==> src/rtl/synth_harness_pkg.sv <==
// Shared definitions for the synthesis input/output harness pair.
package synth_harness_pkg;

    localparam int DEFAULT_HARNESS_WIDTH = 354;

    typedef enum logic [1:0] {
        IDLE   = 2'd0,
        SHIFT  = 2'd1,
        PARITY = 2'd2
    } harness_state_t;

    // Bit-index counter width; one spare bit keeps WIDTH=1 at a legal width.
    function automatic int harness_cnt_w(input int width);
        return $clog2(width) + 1;
    endfunction

endpackage

==> src/rtl/synth_output_harness_if.sv <==
// Capture/serial bundle between the wide DUT output vector and the pin-side logic.
interface synth_output_harness_if
    import synth_harness_pkg::*;
#(
    parameter int WIDTH = DEFAULT_HARNESS_WIDTH
);
    logic [WIDTH-1:0] par_in;
    logic             load_en;
    logic             clr_overrun;
    logic             ser_out;
    logic             busy;
    logic             frame_done;
    logic             overrun;

    modport master (
        output par_in, load_en, clr_overrun,
        input  ser_out, busy, frame_done, overrun
    );

    modport slave (
        input  par_in, load_en, clr_overrun,
        output ser_out, busy, frame_done, overrun
    );
endinterface

==> src/rtl/harness_piso_reg.sv <==
// Parallel-load, shift-right register with a serial tap and running parity.
module harness_piso_reg
    import synth_harness_pkg::*;
#(
    parameter int WIDTH = DEFAULT_HARNESS_WIDTH
) (
    input  logic             CLK,
    input  logic             RST_N,
    input  logic             load,
    input  logic             shift,
    input  logic [WIDTH-1:0] par_in,
    output logic             ser_tap,
    output logic             next_tap,
    output logic             par_acc
);
    logic [WIDTH-1:0] shreg_q, shreg_d, shifted;
    logic             par_acc_q, par_acc_d;

    // Load wins over shift; the accumulator folds in the bit leaving position 0.
    always_comb begin
        shifted   = shreg_q >> 1;
        shreg_d   = shreg_q;
        par_acc_d = par_acc_q;
        if (load) begin
            shreg_d   = par_in;
            par_acc_d = 1'b0;
        end else if (shift) begin
            shreg_d   = shifted;
            par_acc_d = par_acc_q ^ shreg_q[0];
        end
    end

    // Register update with asynchronous clear.
    always_ff @(posedge CLK or negedge RST_N) begin
        if (!RST_N) begin
            shreg_q   <= '0;
            par_acc_q <= 1'b0;
        end else begin
            shreg_q   <= shreg_d;
            par_acc_q <= par_acc_d;
        end
    end

    assign ser_tap  = shreg_q[0];
    // Bit that will sit in position 0 after the next shift (0 when WIDTH=1).
    assign next_tap = shifted[0];
    assign par_acc  = par_acc_q;
endmodule

==> src/rtl/synth_output_harness.sv <==
// Serialises a wide DUT output vector onto one pin, LSB first, with a trailing
// even-parity bit so synthesis must keep every captured bit.
module synth_output_harness
    import synth_harness_pkg::*;
#(
    parameter int WIDTH = DEFAULT_HARNESS_WIDTH,
    parameter int CNT_W = harness_cnt_w(WIDTH)
) (
    input  logic                  CLK,
    input  logic                  RST_N,
    synth_output_harness_if.slave bus
);
    localparam logic [CNT_W-1:0] LAST_IDX = CNT_W'(WIDTH - 1);

    harness_state_t   state_q, state_d;
    logic [CNT_W-1:0] idx_q, idx_d;
    logic             ser_out_q, ser_out_d;
    logic             busy_q, busy_d;
    logic             frame_done_q, frame_done_d;
    logic             overrun_q, overrun_d;
    logic             piso_load, piso_shift;
    logic             ser_tap, next_tap, par_acc;

    harness_piso_reg #(.WIDTH(WIDTH)) u_piso (
        .CLK      (CLK),
        .RST_N    (RST_N),
        .load     (piso_load),
        .shift    (piso_shift),
        .par_in   (bus.par_in),
        .ser_tap  (ser_tap),
        .next_tap (next_tap),
        .par_acc  (par_acc)
    );

    // Next-state and next-output decode; outputs are registered one cycle ahead
    // so each flop already holds the value for the state being entered.
    always_comb begin
        state_d      = state_q;
        idx_d        = idx_q;
        ser_out_d    = 1'b0;
        busy_d       = 1'b0;
        frame_done_d = 1'b0;
        piso_load    = 1'b0;
        piso_shift   = 1'b0;

        // Set beats clear when an ignored request coincides with clr_overrun.
        overrun_d = overrun_q;
        if (bus.clr_overrun) overrun_d = 1'b0;
        if (state_q == SHIFT && bus.load_en) overrun_d = 1'b1;

        case (state_q)
            IDLE, PARITY: begin
                if (bus.load_en) begin
                    piso_load = 1'b1;
                    idx_d     = '0;
                    state_d   = SHIFT;
                    ser_out_d = bus.par_in[0];
                    busy_d    = 1'b1;
                end else begin
                    state_d   = IDLE;
                end
            end
            SHIFT: begin
                piso_shift = 1'b1;
                busy_d     = 1'b1;
                if (idx_q == LAST_IDX) begin
                    state_d      = PARITY;
                    ser_out_d    = par_acc ^ ser_tap;
                    frame_done_d = 1'b1;
                end else begin
                    idx_d     = idx_q + CNT_W'(1);
                    ser_out_d = next_tap;
                end
            end
            default: state_d = IDLE;
        endcase
    end

    // Control and output flops; reset aborts any frame in flight.
    always_ff @(posedge CLK or negedge RST_N) begin
        if (!RST_N) begin
            state_q      <= IDLE;
            idx_q        <= '0;
            ser_out_q    <= 1'b0;
            busy_q       <= 1'b0;
            frame_done_q <= 1'b0;
            overrun_q    <= 1'b0;
        end else begin
            state_q      <= state_d;
            idx_q        <= idx_d;
            ser_out_q    <= ser_out_d;
            busy_q       <= busy_d;
            frame_done_q <= frame_done_d;
            overrun_q    <= overrun_d;
        end
    end

    assign bus.ser_out    = ser_out_q;
    assign bus.busy       = busy_q;
    assign bus.frame_done = frame_done_q;
    assign bus.overrun    = overrun_q;
endmodule

==> src/flat_wrapper.sv <==
// flat-port wrapper written by rule: the top's interface ports become plain ports
module synth_output_harness_flat import synth_harness_pkg::*;
#(
    parameter int WIDTH = DEFAULT_HARNESS_WIDTH,
    parameter int CNT_W = harness_cnt_w(WIDTH)
)
  (CLK, RST_N, bus_par_in, bus_load_en, bus_clr_overrun, bus_ser_out, bus_busy, bus_frame_done, bus_overrun);
  synth_output_harness_if #(.WIDTH(WIDTH)) bus_i ();
  input  logic CLK;
  input  logic RST_N;
  input wire logic [$bits(bus_i.par_in)-1:0] bus_par_in;
  input wire logic [$bits(bus_i.load_en)-1:0] bus_load_en;
  input wire logic [$bits(bus_i.clr_overrun)-1:0] bus_clr_overrun;
  output wire logic [$bits(bus_i.ser_out)-1:0] bus_ser_out;
  output wire logic [$bits(bus_i.busy)-1:0] bus_busy;
  output wire logic [$bits(bus_i.frame_done)-1:0] bus_frame_done;
  output wire logic [$bits(bus_i.overrun)-1:0] bus_overrun;
  assign bus_i.par_in = bus_par_in;
  assign bus_i.load_en = bus_load_en;
  assign bus_i.clr_overrun = bus_clr_overrun;
  assign bus_ser_out = bus_i.ser_out;
  assign bus_busy = bus_i.busy;
  assign bus_frame_done = bus_i.frame_done;
  assign bus_overrun = bus_i.overrun;
  synth_output_harness #(.WIDTH(WIDTH), .CNT_W(CNT_W)) u_core (.CLK(CLK), .RST_N(RST_N), .bus(bus_i));
endmodule
==> config.mk <==
export PLATFORM = sky130hd
export DESIGN_NAME = synth_output_harness_flat
export DESIGN_NICKNAME = d
export VERILOG_FILES = /design/src/rtl/synth_harness_pkg.sv /design/src/rtl/synth_output_harness_if.sv /design/src/rtl/harness_piso_reg.sv /design/src/rtl/synth_output_harness.sv /design/src/flat_wrapper.sv
export SDC_FILE = /design/constraint.sdc
export NUM_CORES = 1
export LEC_CHECK = 0
export CAP_MARGIN = 10
export CORE_MARGIN = 8
export CORE_UTILIZATION = 45
export CTS_BUF_LIST = sky130_fd_sc_hd__clkbuf_8
export CTS_CLUSTER_SIZE = 8
export DETAILED_ROUTE_END_ITERATION = 7
export PLACE_DENSITY = 0.72
export SLEW_MARGIN = 20
export SYNTH_ARGS = -nofsm -noshare
export SYNTH_HDL_FRONTEND = slang
export SYNTH_HIERARCHICAL = 1
export SYNTH_SLANG_ARGS = --single-unit
==> constraint.sdc <==
create_clock -name CLK -period 3.2 [get_ports CLK]
set_input_delay 0.64 -clock CLK [delete_from_list [all_inputs] [get_ports CLK]]
set_output_delay 0.64 -clock CLK [all_outputs]
set_load 0.03 [all_outputs]
Word-level counts from Yosys, hierarchy flattened
Cells that the tools add are included.

cells by class
  equal/unequal tests = 6
  multiplexer cells = 21
  reduce and logical (&&, ||, !) cells = 7
  $add $sub $neg = 1
  bitwise gates (word level) = 1

operator list
  cell                   count
  $mux 354               2
  $mux 10                2
  $pmux 10 s2            1
  $mux 1                 12
  $add 10x1->10 const B  1
  $eq 10x9->1 const B    1
  $ne 2x2->1 const B     3
  $reduce_bool 2->1      3
  $pmux 1 s2             2
  $pmux 2 s2             1
  $reduce_and 3->1       1
  $eq 2x1->1 const B     1
  $eq 2x2->1 const B     1
  $logic_not 2->1        1
  $mux 2                 1
  $reduce_or 2->1        1
  $logic_and 1x1->1      1
  $xor 1x1->1            1

storage, ports and cells
  register bits after elaboration = 371
  word-level logic and storage cells = 44
  output and inout bits = 4

Longest topological paths before layout
  word-level depth = 4
  depth in mapped cells = 8

Modules after synthesis
The synthesis kept the hierarchy.

by module, submodules not included
  module                cells each  instances  seq. area each (um^2)  area each (um^2)
  harness_piso_reg      1,539       1          8,883.5                16,502.1
  synth_output_harness  82          1          400.4                  813.3

Worst setup path before layout
No wires, ideal clock.

  path kind = reg2reg
  start = register u_core.idx_q[1]
  end = register u_core.idx_q[8]
  library setup time = 0.126 ns
  setup slack = 1.272 ns
  data arrival time = 1.802 ns
  stages on the path, launching flop included = 7
  period minus slack after synthesis = 1.928 ns
  path buffers = 0
  path through = dfrtp_1 inv_1 ha_1 or4b_4 o31a_1 and3_1 a221o_1

between the ends
  longest elaborated chain between the ends = 3
  elaborated cells on any way between the ends = 6

RTL lines
  element                                          RTL line                                                RTL
  start: declaration                               synth_output_harness.sv:16                              logic [CNT_W-1:0] idx_q, idx_d;
  start signal: assignment                         synth_output_harness.sv:90                              idx_q <= idx_d;
  $add 10x1->10 or $eq 10x9->1 (tied branches)     synth_output_harness.sv:71, synth_output_harness.sv:66
  $mux 10 or $ne 2x2->1 (tied branches)            --
  $pmux 10 s2 or $reduce_and 3->1 (tied branches)  --

Several ways; a longest one is shown, not always the timed one. The select of a mux whose other input is x is not followed.
A chain may end at the register's enable or synchronous reset.

Final worst setup path
  start = register u_core.ser_out_q (netlist: u_core/bus.ser_out)
  end = output port bus_ser_out

RTL lines
  element                   RTL line                    RTL
  start: declaration        synth_output_harness.sv:17  logic ser_out_q, ser_out_d;
  start signal: assignment  synth_output_harness.sv:91  ser_out_q <= ser_out_d;
  end: declaration          flat_wrapper.sv:14          output wire logic [$bits(bus_i.ser_out)-1:0] bus_ser_out;

No word-level cell between the ends.

==> flow_summary.ini <==
[status]
outcome = finished, final reports clean

[critical_path]
path_cells = clkdlybuf4s50_1
critPathKind = flop to primary output
cp.buffers_inverters = 1
critPathMaxFanout = 1
slowest_delay_ns = 0.69
crit_arrival_ns = 1.63
worst_setup_path_start_kind = flop
crit_required_ns = 2.56
crit_family = buffers and inverters
endpoint_kind = primary output
slowest_stage = clkdlybuf4s50_1

[power_and_ir_drop]
ir_drop_mv = 0.354
powerDensity_nw_per_um2 = 743
power_mw = 16.7
leakagePower_nw = 11.2

[timing]
rsz0062_at_grt = no
finalSetupTns_ns = 0
min_period_over_period_pct = 71.0
tightest_slew_ns = 0.528
period_minus_slack_ns = 2.27
finalSetupViolations = 0
fin_skew_ns = 0.0190
max-slew-margin-rel_pct = 64.8
whs_ns = 0.535
max_freq_mhz = 440
hold_violations = 0
drv_slew = 0

[yosys]
synth_area_um2 = 17300
synthXorXnorAreaFrac_pct = 0.101
yosys.area_share.simple_pct = 8.74
synth_cell_type_count = 41
synth_cells = 1621
synth-seq-area-share_pct = 53.6
syn_area_per_cell_um2 = 10.7
synth-adder-area-share_pct = 0.145
ys_seq_elements = 371
synth_compound_area_share_pct = 11.3
yosysWarnings = 6
synth_top_family_by_area = multiplexers
muxShareOfSynthArea_pct = 20.5
synth_nets = 1981

[clocking]
cts_tree = yes
htreeDepth = 3
clk_pin_slew_worst_paths_ns = 0.06
cts.sinks = 371
cts_resized = 0
cts_root_buf = clkbuf_8
cts_buffers = 66
clk_latency_ns = 0.59
clk_path_buf_depth = 3
postCtsSetupBuffers = 0

[die]
die_area_um2 = 45000
fp-row-count = 72
ios = 362
core_um2 = 38300
start_util_pct = 45.2
die_y_um = 212
die_w_um = 212

[detailed_routing]
drt_wl_total_um = 43500
vias = 12859
wl_per_cell_um = 17.1
drtIter0Drc = 845
ant_nets = 0
drc = 0
avgViaCountPerCell = 5.07
dr.pass1.iters = 5

[placement]
portBuffers = 361
dp_hpwl_um = 30700
place_congestion = 0.807

[finish]
fin_nets = 2326
area_growth_pct = 29.8
layout_common_cells = dfrtp_1, clkdlybuf4s50_1, nand2_1
layout.cells.most_common = dfrtp_1
drive_gt1_share_pct = 6.86

[grt]
gr-total-overflow = 0
grt_pass1_wl_um = 68900
grt_max_degree = 79
first_global_vias = 13422
grt_use_total_pct = 18.9
grt_antenna_before_repair = 9

[flow_run]
drv_cap = 0

[worst_hold_path]
min_path_type = flop to flop
## state kept, by name, summed over array words and instances (netlist names)
name / count
u_core/bus.busy: 1
u_core/u_piso/par_acc: 1
u_core/bus.ser_out: 1
u_core/idx_q: 10
u_core/bus.overrun: 1
u_core/state_q: 2
u_core/bus.frame_done: 1
u_core/u_piso/shreg_q: 354
## layout make-up
| cell class | count | area, um^2 |
|---|---|---|
| tap | 518 | 648 |
| multi-input combinational | 1124 | 7050 |
| sequential | 371 | 9280 |
| timing repair buffer | 397 | 4130 |
| clock buffer | 82 | 1130 |
| fill | 3241 | 15800 |
| antenna | 6 | 15.0 |
| clock inverter | 32 | 179 |
| inverter | 6 | 37.5 |
## power by group
part | leakage (nW) | internal [mW] | switching, mW
sequential | 4.63 | 6.99 | 1.32
clock | 0.737 | 2.39 | 1.94
combinational | 5.86 | 2.20 | 1.85
total | 11.2 | 11.6 | 5.11
## worst paths after layout
path	startpoint	to	slack (ns)	cells after the start
min reg2reg	u_core/bus.overrun	u_core/bus.overrun	0.53	2
min in group asynchronous	RST_N	u_core/idx_q[1]	0.60	2
min	u_core/bus.overrun	u_core/bus.overrun	0.53	2
max	u_core/bus.ser_out	bus_ser_out	0.93	1
max in group asynchronous	RST_N	u_core/u_piso/shreg_q[187]	1.73	4
max reg2reg	u_core/state_q[1]	u_core/u_piso/shreg_q[183]	1.03	5
## cell families after synthesis
kind of cell,Yosys count
XOR/XNOR,2
flip-flops,371
multiplexers,354
buffers and inverters,126
AND/OR/NAND/NOR,387
AO/OA/AOI/OAI,379
adder cells (fa/ha/maj),2
## metal layers
layer / global-route usage, % / share of wire, %
met2: 30.1 / 47
met1: 24.1 / 44
met4: 7.50 / 2.9
met3: 5.44 / 5.8
met5: 0 / 0.092
## worst reg2reg max path, stage by stage (launching register included)
cell and delay [ns]:
dfrtp_1 0.35, nand2b_1 0.33, inv_8 0.47, buf_4 0.51, mux2i_1 0.31, o21ai_1 0.09
## synthesized netlist by cell type
cell type	count	area share (%)
clkinv_1	1	0.022
a21oi_1	4	0.12
inv_1	5	0.11
nor3b_1	1	0.043
nor2_2	1	0.036
a21bo_2	1	0.058
a21o_1	3	0.13
clkbuf_1	55	1.2
buf_6	1	0.065
or4b_4	1	0.079
a221o_1	1	0.058
o31ai_4	1	0.12
ha_1	2	0.14
o22ai_1	1	0.036
buf_2	17	0.49
a22o_1	1	0.051
buf_4	6	0.26
a221o_2	1	0.065
buf_1	3	0.065
xor2_1	1	0.051
a31oi_1	1	0.036
nand3b_1	1	0.043
nand2b_1	3	0.11
mux2i_1	354	20
nand2_1	359	7.8
nor3_1	3	0.087
and3_1	3	0.11
nor2_1	5	0.11
nand3_1	5	0.14
buf_12	6	0.69
or3_2	1	0.043
nand4_1	2	0.072
dfrtp_1	371	54
o21a_1	1	0.043
o21ai_1	336	9.7
or3b_2	1	0.051
or3_1	1	0.036
o31a_1	1	0.051
o21ai_0	27	0.78
buf_8	32	2.8
xnor2_1	1	0.051
## what timing repair did
action,in CTS,in global routing
hold buffers,1,0
setup endpoints to repair,0,0
hold endpoints to repair,58,0
## metrics by stage
stage	worst slack [ns]	cell area (um^2)	util, %	cells
after global placement	0.822	21100	55.2	2415
final	0.928	22500	58.7	2536
after global routing	0.848	22500	58.7	2536
after floorplan	1.27	17300	-	1621
after detailed placement	0.779	21100	55.2	2415
after CTS	0.872	22500	58.7	2530
No activity file was read; power rests on OpenSTA's default activity.
